$ cat src/rtl/flac_pkg.sv
// Shared definitions for the Rice residual encoder.
// Holds the FSM encoding, chunk width and Rice parameter limit.
package flac_pkg;

    typedef enum logic [1:0] {
        IDLE  = 2'd0,
        UNARY = 2'd1,
        TAIL  = 2'd2
    } state_t;

    localparam int CHUNK_W = 16;
    localparam int K_MAX   = 14;
    localparam int ACC_W   = 64;
    localparam int FILL_W  = 7;
    localparam int LEN_W   = 6;

    function automatic logic [3:0] sat_k(input logic [3:0] k);
        return (k > 4'(K_MAX)) ? 4'(K_MAX) : k;
    endfunction

endpackage

$ cat src/rtl/rice_stream_encoder_if.sv
// Output word stream of the encoder: word, valid and ready.
interface rice_stream_encoder_if #(parameter int WORD_W = 32);

    logic [WORD_W-1:0] word;
    logic              valid;
    logic              ready;

    modport master (output word, output valid, input ready);
    modport slave  (input word, input valid, output ready);

endinterface

$ cat src/rtl/bit_packer.sv
// 64-bit MSB-first bit accumulator with word read-out handshake.
// Chunks arrive right-aligned; padding rounds the fill up to a word.
module bit_packer
    import flac_pkg::*;
#(
    parameter int WORD_W = 32
) (
    input  logic                  clk,
    input  logic                  rst,
    input  logic                  wr,
    input  logic [LEN_W-1:0]      len,
    input  logic [31:0]           data,
    input  logic                  pad,
    output logic [FILL_W-1:0]     fill,
    rice_stream_encoder_if.master wif
);

    logic [ACC_W-1:0]  acc;
    logic              rd;
    logic [FILL_W-1:0] fill_rd;
    logic [FILL_W-1:0] sh;
    logic [FILL_W-1:0] pad_len;

    assign wif.valid = (fill >= FILL_W'(WORD_W));
    assign wif.word  = acc[ACC_W-1 -: WORD_W];
    assign rd        = wif.valid && wif.ready;

    always_comb begin
        fill_rd = rd ? fill - FILL_W'(WORD_W) : fill;
        sh      = FILL_W'(ACC_W) - fill_rd - FILL_W'(len);
        pad_len = FILL_W'((WORD_W - (int'(fill_rd) % WORD_W)) % WORD_W);
    end

    // New bits land directly below the surviving bits after any read shift.
    always_ff @(posedge clk) begin
        if (rst) begin
            acc  <= '0;
            fill <= '0;
        end else begin
            acc <= (rd ? (acc << WORD_W) : acc)
                 | (wr ? (ACC_W'(data) << sh) : '0);
            if (wr) begin
                fill <= fill_rd + FILL_W'(len);
            end else if (pad) begin
                fill <= fill_rd + pad_len;
            end else begin
                fill <= fill_rd;
            end
        end
    end

endmodule

$ cat src/rtl/rice_stream_encoder.sv
// Rice encoder: zigzag-maps residuals and emits unary/binary codes
// in 16-bit unary chunks plus one tail chunk into a word packer.
module rice_stream_encoder
    import flac_pkg::*;
#(
    parameter int DATA_W = 16,
    parameter int WORD_W = 32
) (
    input  logic              iClock,
    input  logic              iReset,
    input  logic              iValid,
    input  logic [DATA_W-1:0] iResidual,
    input  logic [3:0]        iRiceParam,
    input  logic              iFlush,
    output logic              oReady,
    output logic [WORD_W-1:0] oWord,
    output logic              oWordValid,
    input  logic              iWordReady,
    output logic              oFlushDone,
    output logic [31:0]       oBitCount
);

    state_t            state;
    logic [DATA_W-1:0] zeros;
    logic [3:0]        k;
    logic [K_MAX-1:0]  rem;
    logic              pend;

    logic [DATA_W-1:0] u;
    logic [DATA_W-1:0] mask;
    logic [3:0]        k_in;
    logic              accept;
    logic [LEN_W-1:0]  len;
    logic [31:0]       data;
    logic              fits;
    logic              wr;
    logic              pad;
    logic [FILL_W-1:0] fill;

    rice_stream_encoder_if #(.WORD_W(WORD_W)) wif ();

    assign oWord      = wif.word;
    assign oWordValid = wif.valid;
    assign wif.ready  = iWordReady;

    assign oReady = (state == IDLE) && !pend;
    assign accept = iValid && oReady;

    always_comb begin
        u    = {iResidual[DATA_W-2:0], 1'b0}
             ^ {DATA_W{iResidual[DATA_W-1]}};
        k_in = sat_k(iRiceParam);
        mask = (DATA_W'(1) << k_in) - DATA_W'(1);
        if (state == UNARY) begin
            len  = LEN_W'(CHUNK_W);
            data = '0;
        end else begin
            len  = LEN_W'(zeros) + LEN_W'(k) + LEN_W'(1);
            data = 32'(rem) | (32'd1 << k);
        end
        fits = ({1'b0, fill} + {2'b0, len}) <= 8'(ACC_W);
        wr   = (state != IDLE) && fits;
        pad  = (state == IDLE) && pend && (fill != '0);
    end

    bit_packer #(.WORD_W(WORD_W)) u_packer (
        .clk  (iClock),
        .rst  (iReset),
        .wr   (wr),
        .len  (len),
        .data (data),
        .pad  (pad),
        .fill (fill),
        .wif  (wif.master)
    );

    always_ff @(posedge iClock) begin
        if (iReset) begin
            state      <= IDLE;
            zeros      <= '0;
            k          <= '0;
            rem        <= '0;
            pend       <= 1'b0;
            oFlushDone <= 1'b0;
            oBitCount  <= '0;
        end else begin
            oFlushDone <= 1'b0;
            if (wr) begin
                oBitCount <= oBitCount + 32'(len);
            end
            unique case (state)
                IDLE: begin
                    if (accept) begin
                        zeros <= u >> k_in;
                        k     <= k_in;
                        rem   <= K_MAX'(u & mask);
                        pend  <= iFlush;
                        if ((u >> k_in) >= DATA_W'(CHUNK_W)) begin
                            state <= UNARY;
                        end else begin
                            state <= TAIL;
                        end
                    end else if (iFlush && oReady) begin
                        pend <= 1'b1;
                    end else if (pend && fill == '0) begin
                        oFlushDone <= 1'b1;
                        pend       <= 1'b0;
                    end
                end
                UNARY: begin
                    if (wr) begin
                        zeros <= zeros - DATA_W'(CHUNK_W);
                        if (zeros < DATA_W'(2 * CHUNK_W)) begin
                            state <= TAIL;
                        end
                    end
                end
                TAIL: begin
                    if (wr) begin
                        state <= IDLE;
                    end
                end
                default: state <= IDLE;
            endcase
        end
    end

endmodule
$ cat config.mk
export PLATFORM = sky130hd
export DESIGN_NAME = rice_stream_encoder
export DESIGN_NICKNAME = d
export VERILOG_FILES = /design/src/rtl/flac_pkg.sv /design/src/rtl/rice_stream_encoder_if.sv /design/src/rtl/bit_packer.sv /design/src/rtl/rice_stream_encoder.sv
export SDC_FILE = /design/constraint.sdc
export NUM_CORES = 1
export LEC_CHECK = 0
export BUFFER_PORTS_ARGS = -buffer_cell sky130_fd_sc_hd__buf_2
export CORE_ASPECT_RATIO = 0.5
export CORE_MARGIN = 3
export CORE_UTILIZATION = 40
export DETAILED_ROUTE_END_ITERATION = 8
export PLACE_DENSITY_LB_ADDON = 0.2
export SYNTH_ARGS = -nofsm -noshare
export SYNTH_HDL_FRONTEND = slang
export SYNTH_SLANG_ARGS = --single-unit
export TNS_END_PERCENT = 100
$ cat constraint.sdc
create_clock -name iClock -period 5.8 [get_ports iClock]
set_input_delay 1.16 -clock iClock [delete_from_list [all_inputs] [get_ports iClock]]
set_output_delay 1.16 -clock iClock [all_outputs]
set_load 0.03 [all_outputs]
## After elaboration in Yosys (flattened, before gate mapping)

Index checks and enable logic that the tools add are counted.

- Word-level logic and storage cells: 84
- Bits in registers: 141
- Output and inout port bits: 67
- Input port bits: 25

- Shift-type cells: 4
- Equal/unequal tests: 6
- Bitwise logic cells: 6
- $add $sub $neg: 12
- $lt $le $gt $ge: 5
- Reduce and logical (&&, ||, !) cells: 21
- Multiplexer cells: 21

Operators by type and width:

| cell | number |
|---|---|
| $mux W64 | 2 |
| $or A64 B64 Y64 | 1 |
| $shl A32 B7 Y64 | 1 |
| $add A32 B6 Y32 | 1 |
| $mux W16 | 2 |
| $mux W32 | 1 |
| $or A14 B32 Y32 | 1 |
| $pmux W16 S2 | 1 |
| $shl A1 B4 Y32 const A | 1 |
| $mux W7 | 3 |
| $ge A16 B5 Y1 const B | 1 |
| $lt A16 B6 Y1 const B | 1 |
| $shr A16 B4 Y16 | 1 |
| $sub A16 B5 Y16 const B | 1 |
| $xor A16 B16 Y16 | 1 |
| $and A14 B14 Y14 | 1 |
| $shl A1 B4 Y14 const A | 1 |
| $sub A14 B2 Y14 const B | 1 |
| $mux W2 | 5 |
| $add A7 B6 Y8 | 1 |
| $le A8 B7 Y1 const B | 1 |
| $logic_and A1 B1 Y1 | 8 |
| $add A7 B6 Y7 | 1 |
| $add A7 B7 Y7 | 1 |
| 29 further kinds | 36 |

## Logic depth before layout (Yosys ltp)

Gate-level depths: netlist of run 1.

- Depth in word-level cells: 9
- Gate-level depth with buffers: 21

## Modules after synthesis

A second synthesis of run 1 with hierarchy kept.

- Cells, all modules: 1,489
- Area total of the unflattened synthesis: 11,911.4 µm²

By module, submodules not included:

| module | cells each | area each (µm²) | seq. area each (µm²) | times used |
|---|---|---|---|---|
| bit_packer | 787 | 6,648.9 | 1,421.4 | 1 |
| rice_stream_encoder | 702 | 5,262.5 | 1,401.3 | 1 |

## Worst setup path before layout of run 1

Ideal clock, no wire load.

- Kind: flip-flop to flip-flop
- From: register state[1]
- To: register u_packer.acc[61]
- Arrival time: 4,002 ps
- Clock period less this slack: 4,134 ps
- Slack: 1,666 ps
- Path buffers: 6
- Cell stages (with the launch flop): 19
- Required time: 5,668 ps
- Cell sequence: dfxtp_1 > buf_2 > nand2b_1 > clkbuf_1 > clkbuf_1 > buf_1 > nand2b_1 > inv_1 > ha_1 > inv_1 > ha_1 > fa_1 > clkbuf_1 > inv_1 > clkbuf_1 > mux4_2 > mux2_2 > a22oi_1 > o32ai_1

- Longest elaborated chain between the ends: 7

RTL lines:

| element | line | source |
|---|---|---|
| start: declaration | rice_stream_encoder.sv:23 | `state_t state;` |
| start signal: assignment | rice_stream_encoder.sv:79 | `state <= IDLE;` |
| start signal: assignment | rice_stream_encoder.sv:99 | `state <= UNARY;` |
| start signal: assignment | rice_stream_encoder.sv:101 | `state <= TAIL;` |
| $eq A2 B1 Y1 | rice_stream_encoder.sv:54 | `if (state == UNARY) begin` |
| $mux W6 | rice_stream_encoder.sv:54 |  |
| $add A7 B6 Y8 | rice_stream_encoder.sv:61 | `fits = ({1'b0, fill} + {2'b0, len}) <= 8'(ACC_W);` |
| $le A8 B7 Y1 | rice_stream_encoder.sv:61 |  |
| $logic_and A1 B1 Y1 | rice_stream_encoder.sv:62 | `wr = (state != IDLE) && fits;` |
| $mux W64 (*) | bit_packer.sv:41 | `\| (wr ? (ACC_W'(data) << sh) : '0);` |
| $or A64 B64 Y64 (*) | bit_packer.sv:41 |  |
| end signal: assignment | bit_packer.sv:40 | `acc <= (rd ? (acc << WORD_W) : acc)` |
| end: declaration | bit_packer.sv:18 | `logic [ACC_W-1:0] acc;` |

Every way passes the cells marked *; elsewhere a longest branch is shown, timed or not.
A chain may end at the register's enable or synchronous reset.

## Worst setup path in the final report of run 1

- From: register k[0]
- To: register zeros[9]

- Longest elaborated chain between the ends: 8

RTL lines:

| element | line | source |
|---|---|---|
| start: declaration | rice_stream_encoder.sv:25 | `logic [3:0] k;` |
| start signal: assignment | rice_stream_encoder.sv:95 | `k <= k_in;` |
| $add A6 B4 Y6 | rice_stream_encoder.sv:58 | `len = LEN_W'(zeros) + LEN_W'(k) + LEN_W'(1);` |
| $add A6 B1 Y6 | rice_stream_encoder.sv:58 |  |
| $mux W6 | rice_stream_encoder.sv:54 |  |
| $add A7 B6 Y8 | rice_stream_encoder.sv:61 |  |
| $le A8 B7 Y1 | rice_stream_encoder.sv:61 |  |
| $logic_and A1 B1 Y1 | rice_stream_encoder.sv:62 |  |
| $ne A2 B1 Y1 (no source line) | -- |  |
| $reduce_and A3 Y1 (no source line) | -- |  |
| end signal: assignment | rice_stream_encoder.sv:94 | `zeros <= u >> k_in;` |
| end signal: assignment | rice_stream_encoder.sv:112 | `zeros <= zeros - DATA_W'(CHUNK_W);` |
| end: declaration | rice_stream_encoder.sv:24 | `logic [DATA_W-1:0] zeros;` |

Every way passes these cells.

==> results of run 1 <==
worst max-delay path: cells and delay by family (launching register included):
kind / cells / cell delay [ns]
adder cells (fa/ha/maj): 3 / 0.92
XOR/XNOR: 1 / 0.13
AND/OR/NAND/NOR: 3 / 0.68
buffers and inverters: 3 / 0.24
flip-flops: 1 / 0.54
AO/OA/AOI/OAI: 8 / 2.50
per-stage QoR:
| stage | hold WS, ns | utilization | setup WS, ns |
|---|---|---|---|
| 5_1_grt | 0.473 | 0.449 | 0.346 |
| 3_3_place_gp | 0.434 | 0.428 | 0.982 |
| 4_1_cts | 0.452 | 0.449 | 0.682 |
| 6_report | 0.448 | 0.449 | 0.685 |
| 2_1_floorplan | 0.425 | - | 1.67 |
| 3_5_place_dp | 0.443 | 0.428 | 0.704 |
flip-flops by register name, summed over array words and instances, names as in the netlist:
signal	count
k	4
oBitCount	32
oFlushDone	1
pend	1
rem	14
state	2
u_packer.acc	64
u_packer.fill	7
zeros	16
logic make-up (layout without fill, tap and decap cells):
group,Yosys count,count (layout),share of synthesized area
compound gates,328,328,0.218
xor+xnor,84,84,0.0731
fa+ha+maj,40,40,0.0527
buf+inv,166,181,0.0823
flops,141,141,0.281
mux,48,48,0.0610
simple gates,487,487,0.233
routing by layer:
| metal | track usage | vias up |
|---|---|---|
| met5 | 0 | - |
| met4 | 0.0591 | 0 |
| met2 | 0.304 | 274 |
| li1 | - | 4609 |
| met3 | 0.0393 | 31 |
| met1 | 0.316 | 4501 |
cells in the final DEF (no fill, tap or decap), drive strengths merged, types with 5 or more instances in the layout:
cell type,count
a32oi,17
a21o,13
nor4b,5
o211ai,11
a211oi,23
mux2,6
xor2,35
nand2,152
mux2i,32
inv,40
nor3b,5
a41oi,6
nand3,41
mux4,10
or3,10
buf,110
a22o,7
a22oi,10
a31oi,14
nor4,13
nor2,134
clkinv,7
clkbuf,20
nand3b,5
or2,8
nand2b,11
dfxtp,141
nand4,12
o22ai,10
ha,36
and3,15
o32ai,11
o31ai,9
and2,13
nor2b,14
a21oi,87
xnor2,49
nor3,39
o21ai,65
worst min-delay path by stage:
stage | depth (start not counted) | slack [ns] | endpoint
after CTS | 2 | 0.45 | u_packer.acc[29]$_SDFF_PP0_
after detailed placement | 2 | 0.44 | u_packer.acc[29]$_SDFF_PP0_
final | 2 | 0.45 | u_packer.acc[29]$_SDFF_PP0_
after floorplan | 2 | 0.42 | u_packer.acc[28]$_SDFF_PP0_
after global placement | 2 | 0.43 | u_packer.acc[26]$_SDFF_PP0_
after global routing | 2 | 0.47 | u_packer.acc[22]$_SDFF_PP0_
cell type report:
class | instances | area [sq um] | share of cell area
Multi-Input combinational cell | 987 | 6430 | 0.587
Sequential cell | 141 | 2820 | 0.258
Timing Repair Buffer | 110 | 601 | 0.0548
Clock buffer | 20 | 447 | 0.0408
Tap cell | 336 | 420 | 0.0384
Inverter | 39 | 146 | 0.0134
Clock inverter | 12 | 88.8 | 0.00811
==> impl_metrics.json, run 1 <==
{
  "remaining_drc_errors": 0,
  "hold_viol": 0,
  "die-area_sq_um": 27200,
  "hold_path.startpoint": "u_packer.acc[29]$_SDFF_PP0_",
  "fin_worst_skew_ns": 0.0106,
  "fill_cells": 2506,
  "synth.area.top_cells": "dfxtp_1, nand2_1, nor2_1, ha_1, a21oi_1",
  "met3_wirelength_um": 1590,
  "yosysSeqAreaShare": 0.281,
  "crit_arrival_ns": 5.47,
  "ys_ff_latch": 141,
  "syn_area_sq_um": 10100,
  "grt_pass1_wl_um": 47000,
  "track_usage": 0.210,
  "hpwl_um": 20800,
  "cp_slowest_cell": "o21ai_0",
  "synthesis.nets": 1359,
  "clkLatencyLatePin_ns": 0.43,
  "h-tree-depth": 4,
  "ys_dominant_reg_cell": "dfxtp_1",
  "dr_wl_met2_um": 12300,
  "maxUsedRoutingLayer": "met4",
  "crit_end": "zeros[9]$_SDFFE_PP0P_",
  "clk_pin_slew_ns": 0.06,
  "period_share": 0.882,
  "crit_chain": "inv_1 -> ha_1 -> fa_1 -> inv_1 -> a21o_1 -> a21oi_1 -> xnor2_1 -> or2_2 -> inv_1 -> ha_1 -> and2_1 -> a221o_1 -> nor3_1 -> o2111a_1 -> o21ai_0 -> o21ai_0 -> o21ai_0 -> a21oi_1",
  "drive_above_1_share": 0.141,
  "cts_resized": 0,
  "antenna_cells": 0,
  "ys_types": 87,
  "postCtsSetupBuffers": 0,
  "wl_met1_um": 14600,
  "dpl-instance-area_sq_um": 10400,
  "rr_worst_depth": 18,
  "area_delta_synth_final_pct": 8.92,
  "timing.rr.start": "k[0]$_SDFFE_PP0P_",
  "synth_most_common_cell": "nand2_1",
  "fmax_mhz": 196,
  "drt_iter0_drc": 915,
  "end_kind": "flip-flop",
  "final_area_sq_um": 11000,
  "slew_headroom": 0.0943,
  "ant_nets": 0,
  "synth_top_area_cell": "dfxtp_1",
  "hold_path_class": "flip-flop to flip-flop",
  "final-max-slew-violation-count": 0,
  "layout_min_cycle_time_ns": 5.11,
  "worst_pin_slew_ns": 1.34,
  "num_rows": 40,
  "synth_common_cells": "nand2_1, dfxtp_1, nor2_1, a21oi_1, clkbuf_1",
  "cp_max_fo": 12,
  "synth_edf_count": 0,
  "start_util": 0.413,
  "criticalPathCategory": "flip-flop to flip-flop",
  "io_buffers": 91,
  "timing.rr.end": "zeros[9]$_SDFFE_PP0P_",
  "num_vias": 9415,
  "dr.pass1.iters": 6,
  "overflow": 0,
  "critPathLaunchType": "flip-flop",
  "critical_path.max_stage_delay_ns": 1.10,
  "rsz0062_at_grt": "false",
  "ys_warn_count": 0,
  "syn_inst": 1294,
  "clockRootBuffer": "clkbuf_16",
  "required_ns": 6.16,
  "ff2ff_setup_slack_ns": 0.69,
  "grt_pass1_vias": 8666,
  "synthDominantCellAreaShare": 0.281,
  "setup-violations-final": 0,
  "fin_tns_setup_ns": 0,
  "cts.path.max_buffers": 2,
  "fin_cells": 1645,
  "critPathLaunch": "k[0]$_SDFFE_PP0P_",
  "core_sq_um": 24400,
  "cts_tree": "yes",
  "hold_buffers": 0,
  "antenna_found_initial": 0,
  "die_h_um": 118,
  "die_x_um": 230,
  "grt_max_degree": 83,
  "avgSynthCellArea_sq_um": 7.77,
  "io_pins": 92,
  "fin_nets": 1361,
  "dpl.cell_count": 1613,
  "cap_violations": 0,
  "cts_buffers": 17,
  "clock-sinks": 141,
  "routabilityCongestion": 0.918,
  "outcome": "finished clean",
  "wl_um": 28900,
  "viasPerCell": 5.72,
  "wl_per_cell_um": 17.6,
  "async_flop_share": 0
}
Power of run 1 is left out: the tool's default activity adds up to more than one toggle a clock period on the data nets, which glitch-free logic cannot reach.
==> inputs of run 2 (changes only) <==
--- a/config.mk
+++ b/config.mk
@@ -10,7 +10,7 @@
 export CORE_MARGIN = 3
 export CORE_UTILIZATION = 40
 export DETAILED_ROUTE_END_ITERATION = 8
-export PLACE_DENSITY_LB_ADDON = 0.2
+export PLACE_DENSITY_LB_ADDON = 0.1
 export SYNTH_ARGS = -nofsm -noshare
 export SYNTH_HDL_FRONTEND = slang
 export SYNTH_SLANG_ARGS = --single-unit
==> run 2 against run 1 <==
Sequential share of layout area decreased by 0.12 points. Hold slack got worse by 0.0015 ns. Non-clock buffer count unchanged. Clock skew increased by 0.0034 ns. Count of clock-buffer cells in the layout decreased by 1. Flip-flop and latch count unchanged. Routed wire length increased by 0.14%. Cell count about the same. Critical path depth unchanged. Die area unchanged.
==> impl_metrics.json, run 2 (synthesis gave the netlist of run 1 again) <==
{
  "outcome": "finished clean",
  "io_buffers": 91,
  "cp_max_fo": 26,
  "ff2ff_setup_slack_ns": 1.07,
  "cp_slowest_cell": "dfxtp_1",
  "num_vias": 9365,
  "top_register": "u_packer.acc",
  "fin_cells": 1644,
  "crit_arrival_ns": 5.02,
  "critical_path.max_stage_delay_ns": 0.59,
  "rr_worst_depth": 18,
  "timing.rr.start": "k[1]$_SDFFE_PP0P_",
  "met3_wirelength_um": 1840,
  "ff_latch_area_sq_um": 2820,
  "end_kind": "flip-flop",
  "worst_pin_slew_ns": 1.13,
  "cts_buffers": 17,
  "dr_wl_met2_um": 12000,
  "grt_pass1_wl_um": 46600,
  "hold_path_class": "flip-flop to flip-flop",
  "clkLatencyLatePin_ns": 0.43,
  "viasPerCell": 5.70,
  "core_sq_um": 24400,
  "final_cell_mix": "nand2_1, dfxtp_1, nor2_1",
  "cts_tree": "yes",
  "maxUsedRoutingLayer": "met4",
  "layout_min_cycle_time_ns": 4.73,
  "clk_pin_slew_ns": 0.06,
  "hpwl_um": 20900,
  "drt_iter0_drc": 817,
  "hold_viol": 0,
  "wl_per_cell_um": 17.6,
  "wl_um": 28900,
  "die-area_sq_um": 27200,
  "slew_headroom": 0.246,
  "crit_chain": "inv_1 -> fa_1 -> inv_1 -> a21o_1 -> a21oi_1 -> xnor2_1 -> or2_2 -> inv_1 -> ha_1 -> and2_1 -> a221o_1 -> o21a_1 -> o2111a_1 -> o221ai_2 -> buf_4 -> o32ai_1 -> xnor2_1 -> nor2_1",
  "largest_register_ffs": 64,
  "wl_met1_um": 14700,
  "antenna_found_initial": 0,
  "cts.path.max_buffers": 2,
  "setup-violations-final": 0,
  "rsz0062_at_grt": "false",
  "dpl.cell_count": 1613,
  "grt_pass1_vias": 8549,
  "grt_max_degree": 73,
  "clock-sinks": 141,
  "die_x_um": 230,
  "critPathLaunchType": "flip-flop",
  "timing.rr.end": "u_packer.fill[6]$_SDFF_PP0_",
  "area_delta_synth_final_pct": 9.42,
  "fill_cells": 2480,
  "final_common_cell": "nand2_1",
  "dr.pass1.iters": 5,
  "fin_nets": 1361,
  "h-tree-depth": 4,
  "start_util": 0.413,
  "path_common_cell": "inv_1",
  "criticalPathCategory": "flip-flop to flip-flop",
  "fin_tns_setup_ns": 0,
  "multi_input_area_sq_um": 6430,
  "io_pins": 92,
  "crit_end": "u_packer.fill[6]$_SDFF_PP0_",
  "track_usage": 0.209,
  "cap_violations": 0,
  "die_h_um": 118,
  "largestRegisters": "u_packer.acc: 64 flops, oBitCount: 32 flops, zeros: 16 flops",
  "clockRootBuffer": "clkbuf_16",
  "required_ns": 6.08,
  "fmax_mhz": 211,
  "remaining_drc_errors": 0,
  "final-max-slew-violation-count": 0,
  "period_share": 0.816,
  "cts_resized": 0,
  "fin_worst_skew_ns": 0.0140,
  "drive_above_1_share": 0.141,
  "antenna_cells": 0,
  "postCtsSetupBuffers": 0,
  "pre_cts_slack_ns": 0.769,
  "worst_slack_ns": 1.07,
  "hold_buffers": 0,
  "ant_nets": 0,
  "num_rows": 40,
  "routabilityCongestion": 0.904,
  "critPathLaunch": "k[1]$_SDFFE_PP0P_",
  "overflow": 0
}
[run 2: cell count changes in the layout (fill, tap and decap cells not counted)]
cell and delta:
o21ai_1 +1, clkinv_4 +1, clkinvlp_4 -2, nor2b_2 -1
o21ai_0 -1, nor2b_4 +1, clkbuf_1 -1, clkinv_2 -1
bufinv_16 +2
[run 2: through the flow]
stage	utilization	hold WS [ns]	instance area [sq um]
3_3_place_gp	0.428	0.433	10400
3_5_place_dp	0.428	0.443	10400
2_1_floorplan	-	0.425	10100
4_1_cts	0.452	0.451	11000
6_report	0.452	0.446	11000
5_1_grt	0.452	0.477	11000
[run 2: layer usage]
metal,vias to the layer above,global-route usage
met2,299,0.299
met5,-,0
li1,4608,-
met3,33,0.0458
met4,0,0.0509
met1,4425,0.316
[run 2: layout make-up]
cell class | instances | share of cell area
Clock buffer | 19 | 0.0402
Clock inverter | 12 | 0.0125
Inverter | 39 | 0.0133
Multi-Input combinational cell | 987 | 0.585
Sequential cell | 141 | 0.256
Tap cell | 336 | 0.0382
Timing Repair Buffer | 110 | 0.0546
[run 2: worst max-delay path, delay by kind of cell, from the launching register on]
family                   cells  cell delay [ns]
buffers and inverters        4             0.81
XOR/XNOR                     2             0.29
AO/OA/AOI/OAI                7             1.60
adder cells (fa/ha/maj)      2             0.76
flip-flops                   1             0.59
AND/OR/NAND/NOR              3             0.55
[run 2: how the worst min path moves through the flow]
stage / from / end / slack (ns) / depth (start not counted)
global placement: u_packer.acc[24]$_SDFF_PP0_ / u_packer.acc[24]$_SDFF_PP0_ / 0.43 / 2
CTS: u_packer.acc[29]$_SDFF_PP0_ / u_packer.acc[29]$_SDFF_PP0_ / 0.45 / 2
floorplan: u_packer.acc[28]$_SDFF_PP0_ / u_packer.acc[28]$_SDFF_PP0_ / 0.42 / 2
detailed placement: u_packer.acc[29]$_SDFF_PP0_ / u_packer.acc[29]$_SDFF_PP0_ / 0.44 / 2
global route: u_packer.acc[22]$_SDFF_PP0_ / u_packer.acc[22]$_SDFF_PP0_ / 0.48 / 2
finish: u_packer.acc[29]$_SDFF_PP0_ / u_packer.acc[29]$_SDFF_PP0_ / 0.45 / 2
Power of run 2 is left out for the same reason.
